$ cat src/rtl/decode_stage.sv
// Instruction decode stage: assembles one- or two-word instructions into a single
// registered decode entry with valid/ready handshakes. DECODE_STALL_COUNT_EN adds stall_cnt.
module decode_stage #(
    parameter int             IW        = 16,
    parameter logic [15:0]    S_OP_MASK = 16'hF000,
    parameter logic [255:0]   LONG_MASK = 256'h0
) (
    input  logic          clk,
    input  logic          reset,
    input  logic          flush,
    input  logic          in_valid,
    output logic          in_ready,
    input  logic [IW-1:0] instr,
    output logic          out_valid,
    input  logic          out_ready,
    output logic [7:0]    op_dk,
    output logic [3:0]    op_s,
    output logic [3:0]    s,
    output logic [6:0]    d,
    output logic [7:0]    k,
    output logic          arp,
    output logic          s_type,
    output logic          two_word,
`ifdef DECODE_STALL_COUNT_EN
    output logic [15:0]   stall_cnt,
`endif
    output logic [IW-1:0] imm
);

    typedef enum logic {
        IDLE     = 1'b0,
        WAIT_IMM = 1'b1
    } state_t;

    state_t        state_reg, state_next;
    logic [IW-1:0] held_reg, held_next;
    logic [IW-1:0] first_reg, first_next;
    logic [IW-1:0] imm_reg, imm_next;
    logic          out_valid_reg, out_valid_next;
    logic          s_type_reg, s_type_next;
    logic          two_word_reg, two_word_next;
    logic          accept;

    always_comb begin
        state_next     = state_reg;
        held_next      = held_reg;
        first_next     = first_reg;
        imm_next       = imm_reg;
        out_valid_next = out_valid_reg;
        s_type_next    = s_type_reg;
        two_word_next  = two_word_reg;

        in_ready = !reset && !flush && (!out_valid_reg || out_ready);
        accept   = in_valid && in_ready;

        // A drain clears the entry; a load in the same cycle overrides it below.
        if (out_valid_reg && out_ready) begin
            out_valid_next = 1'b0;
        end

        case (state_reg)
            IDLE: begin
                if (accept) begin
                    if (LONG_MASK[instr[IW-1 -: 8]]) begin
                        held_next  = instr;
                        state_next = WAIT_IMM;
                    end else begin
                        first_next     = instr;
                        imm_next       = '0;
                        two_word_next  = 1'b0;
                        s_type_next    = S_OP_MASK[instr[IW-1 -: 4]];
                        out_valid_next = 1'b1;
                    end
                end
            end
            WAIT_IMM: begin
                if (accept) begin
                    first_next     = held_reg;
                    imm_next       = instr;
                    two_word_next  = LONG_MASK[held_reg[IW-1 -: 8]];
                    s_type_next    = S_OP_MASK[held_reg[IW-1 -: 4]];
                    out_valid_next = 1'b1;
                    state_next     = IDLE;
                end
            end
            default: state_next = IDLE;
        endcase

        if (flush) begin
            out_valid_next = 1'b0;
            state_next     = IDLE;
            held_next      = '0;
        end
    end

    always_ff @(posedge clk) begin
        if (reset) begin
            state_reg     <= IDLE;
            held_reg      <= '0;
            first_reg     <= '0;
            imm_reg       <= '0;
            out_valid_reg <= 1'b0;
            s_type_reg    <= 1'b0;
            two_word_reg  <= 1'b0;
        end else begin
            state_reg     <= state_next;
            held_reg      <= held_next;
            first_reg     <= first_next;
            imm_reg       <= imm_next;
            out_valid_reg <= out_valid_next;
            s_type_reg    <= s_type_next;
            two_word_reg  <= two_word_next;
        end
    end

    // Field outputs are slices of the registered first word, so they hold while invalid.
    assign out_valid = out_valid_reg;
    assign op_dk     = first_reg[IW-1 -: 8];
    assign op_s      = first_reg[IW-1 -: 4];
    assign s         = first_reg[IW-5 -: 4];
    assign d         = first_reg[6:0];
    assign k         = first_reg[7:0];
    assign arp       = first_reg[7];
    assign s_type    = s_type_reg;
    assign two_word  = two_word_reg;
    assign imm       = imm_reg;

`ifdef DECODE_STALL_COUNT_EN
    logic [15:0] stall_cnt_reg;

    always_ff @(posedge clk) begin
        if (reset) begin
            stall_cnt_reg <= '0;
        end else if (out_valid_reg && !out_ready && (stall_cnt_reg != 16'hFFFF)) begin
            stall_cnt_reg <= stall_cnt_reg + 16'd1;
        end
    end

    assign stall_cnt = stall_cnt_reg;
`endif

endmodule

$ cat config.mk
export PLATFORM = sky130hd
export DESIGN_NAME = decode_stage
export DESIGN_NICKNAME = d
export VERILOG_FILES = /design/src/rtl/decode_stage.sv
export SDC_FILE = /design/constraint.sdc
export NUM_CORES = 1
export LEC_CHECK = 0
export CAP_MARGIN = 5
export CORE_MARGIN = 2
export CORE_UTILIZATION = 40
export DETAILED_ROUTE_END_ITERATION = 6
export PLACE_DENSITY = 0.8
export RECOVER_POWER = 25
export SYNTH_ARGS = -nofsm -noshare
export SYNTH_HDL_FRONTEND = slang
export SYNTH_SLANG_ARGS = --single-unit
$ cat constraint.sdc
create_clock -name clk -period 1.7 [get_ports clk]
set_clock_uncertainty 0.2 [all_clocks]
set_input_delay 0.17 -clock clk [delete_from_list [all_inputs] [get_ports clk]]
set_output_delay 0.17 -clock clk [all_outputs]
set_load 0.05 [all_outputs]
==> impl_metrics.json <==
{
  "worst_ep_required_time_ps": 1330,
  "grt_overflow_total": 0,
  "dp.cells": 275,
  "via_count": 1511,
  "seq_area_sq_um": 701,
  "area_growth_pct": 30.8,
  "portBuffers": 71,
  "fp.coreArea_sq_um": 4030,
  "nets": 255,
  "rows": 23,
  "viasPerCell": 5.34,
  "path_class": "input port to primary output",
  "grt_usage_pct": 19.8,
  "num_io_pins": 73,
  "maxCapViolCount": 0,
  "multi_input_area_sq_um": 744,
  "leakage_nw": 0.841,
  "finalCritPeriodShare_pct": 95.9,
  "layout_commonest_cell": "buf_4",
  "clkLatencyLatePin_ps": 280,
  "fin_crit_ps": 1630,
  "postLayoutCoreUtil_pct": 54.8,
  "worst_pin_slew_ps": 688,
  "timing.rr.start": "out_valid",
  "worstPathArrival_ps": 1260,
  "syn_inst": 179,
  "worstSetupStartpointType": "input port",
  "relSlewSlack_pct": 53.9,
  "wirelength_um": 4340,
  "place_ws_ps": -183,
  "ys_types": 25,
  "numCtsBuffers": 5,
  "synthSimpleGateAreaFrac_pct": 13.5,
  "worstPathMaxFanout": 13,
  "synth_area_leaders": "dfxtp_1 (42%), o311ai_1 (16%), o21ai_1 (8.3%), buf_4 (7.6%), nand2b_1 (5.2%)",
  "grt_max_degree": 34,
  "cts_tree": "done",
  "layout_common_cells": "buf_4 (38), dfxtp_1 (35), o311ai_1 (30), o21ai_1 (28), clkbuf_1 (22)",
  "syn_area_per_cell_sq_um": 9.43,
  "nFillCells": 397,
  "drc": 0,
  "startpoint": "flush",
  "synth_compound_area_share_pct": 28.3,
  "yosys_most_used_dff": "dfxtp_1",
  "powerDensity_nw_per_um2": 802,
  "synth_top_family_by_area": "compound AO/OA/AOI/OAI gates",
  "tns_ps": 0,
  "path_clk_slew_ps": 60,
  "hp-class": "input port to flip-flop",
  "worstHoldStart": "instr[3]",
  "gp_congestion": 0.761,
  "die_h_um": 69.0,
  "ir_drop_v": 0.000365,
  "yosysWarnings": 0,
  "root_buffer": "clkbuf_8",
  "grt_pass1_vias": 1394,
  "holdWs_ps": 272,
  "synthMuxAreaShare_pct": 0.890,
  "post_drt_wl_per_cell_um": 15.3,
  "cts_buffer_depth": 2,
  "design.die.area_sq_um": 4760,
  "synth_edf_count": 0,
  "setup_ws_ps": 69.2,
  "antenna_cells": 0,
  "setup_viol": 0,
  "instances_no_fill": 283,
  "ys_seq_area_share_pct": 41.5,
  "async_flop_share_pct": 0,
  "hold_viol": 0,
  "grt_setup_unrepaired": "false",
  "status": "finished clean",
  "dr.first_iter.drc_count": 146,
  "yosysTopAreaCell": "dfxtp_1",
  "yosys.area_share.adder_pct": 0,
  "ys_ff_latch": 35,
  "syn-num-nets": 200,
  "synth_top_area_share_pct": 41.5,
  "post-dp-hpwl_um": 2880,
  "critical_path.endpoint_type": "primary output",
  "synth-xor-area-share_pct": 0,
  "ctsHoldBuffers": 0,
  "chipWidth_um": 69.0,
  "grt_pass1_wl_um": 6870,
  "syn_area_sq_um": 1690,
  "clock-sinks": 35,
  "htreeDepth": 2,
  "drtAntennaViolNets": 0,
  "layout-drive-gt1-share_pct": 25.8,
  "start_util_pct": 41.9,
  "fmax_mhz": 613,
  "antenna_found_initial": 0,
  "drv_slew": 0,
  "drt-pass1-iter-count": 4
}
==> critical path, stage by stage <==
cell	delay [ps]
clkdlybuf4s50_1	500
buf_6	200
nor3_4	220
buf_12	160
==> logic make-up after synthesis <==
group | Yosys count
buffers and inverters | 38
AO/OA/AOI/OAI | 65
other | 1
flip-flops | 35
multiplexers | 1
AND/OR/NAND/NOR | 39
==> final timing paths <==
check,endpoint,slack (ps),cells after the start
max,in_ready,70,4
min reg2reg,imm[2],270,2
min,imm[3],270,3
max reg2reg,imm[15],190,3
==> metrics by stage <==
stage	power (W)	cell area, sq um
after floorplan	0.00114	1700
after global placement	0.00125	2190
after detailed placement	0.00125	2190
after CTS	0.00179	2280
after global routing	0.00184	2210
final	0.00177	2210
==> timing repair <==
action,4_1_cts,5_1_grt
setup endpoints to repair,1,1
resized for setup,0,1
buffers inserted,1,0
pin swaps,0,0
cloned,1,0
==> Yosys cell counts, types with 2 or more instances <==
| cell type | count |
|---|---|
| buf_2 | 9 |
| buf_4 | 17 |
| buf_6 | 6 |
| clkbuf_1 | 3 |
| dfxtp_1 | 35 |
| inv_2 | 2 |
| nand2_1 | 16 |
| nand2b_1 | 14 |
| nor2b_1 | 2 |
| o21ai_1 | 28 |
| o21ai_2 | 3 |
| o311ai_1 | 30 |
| o311ai_2 | 2 |
==> final cells by class <==
type / instances / area share (%)
clock buffers: 6 / 3.29
inverters: 3 / 0.510
multi-input cells: 107 / 33.7
flip-flops and latches: 35 / 31.7
well taps: 50 / 2.83
repair buffers: 82 / 27.9
==> power breakdown <==
part           internal, W  total (W)  switching, W  leakage (nW)
logic             0.000122   0.000372      0.000251         0.520
clock network     0.000273   0.000541      0.000268        0.0371
registers         0.000840   0.000856     0.0000159         0.284
total              0.00123    0.00177      0.000535         0.841
==> metal layers <==
layer	part of all wire (%)	track usage (%)
met5	0	0
met4	1.0	6.62
met1	46	26.8
met2	46	29.7
met3	7.1	6.33
(Power assumes the default switching activity.)
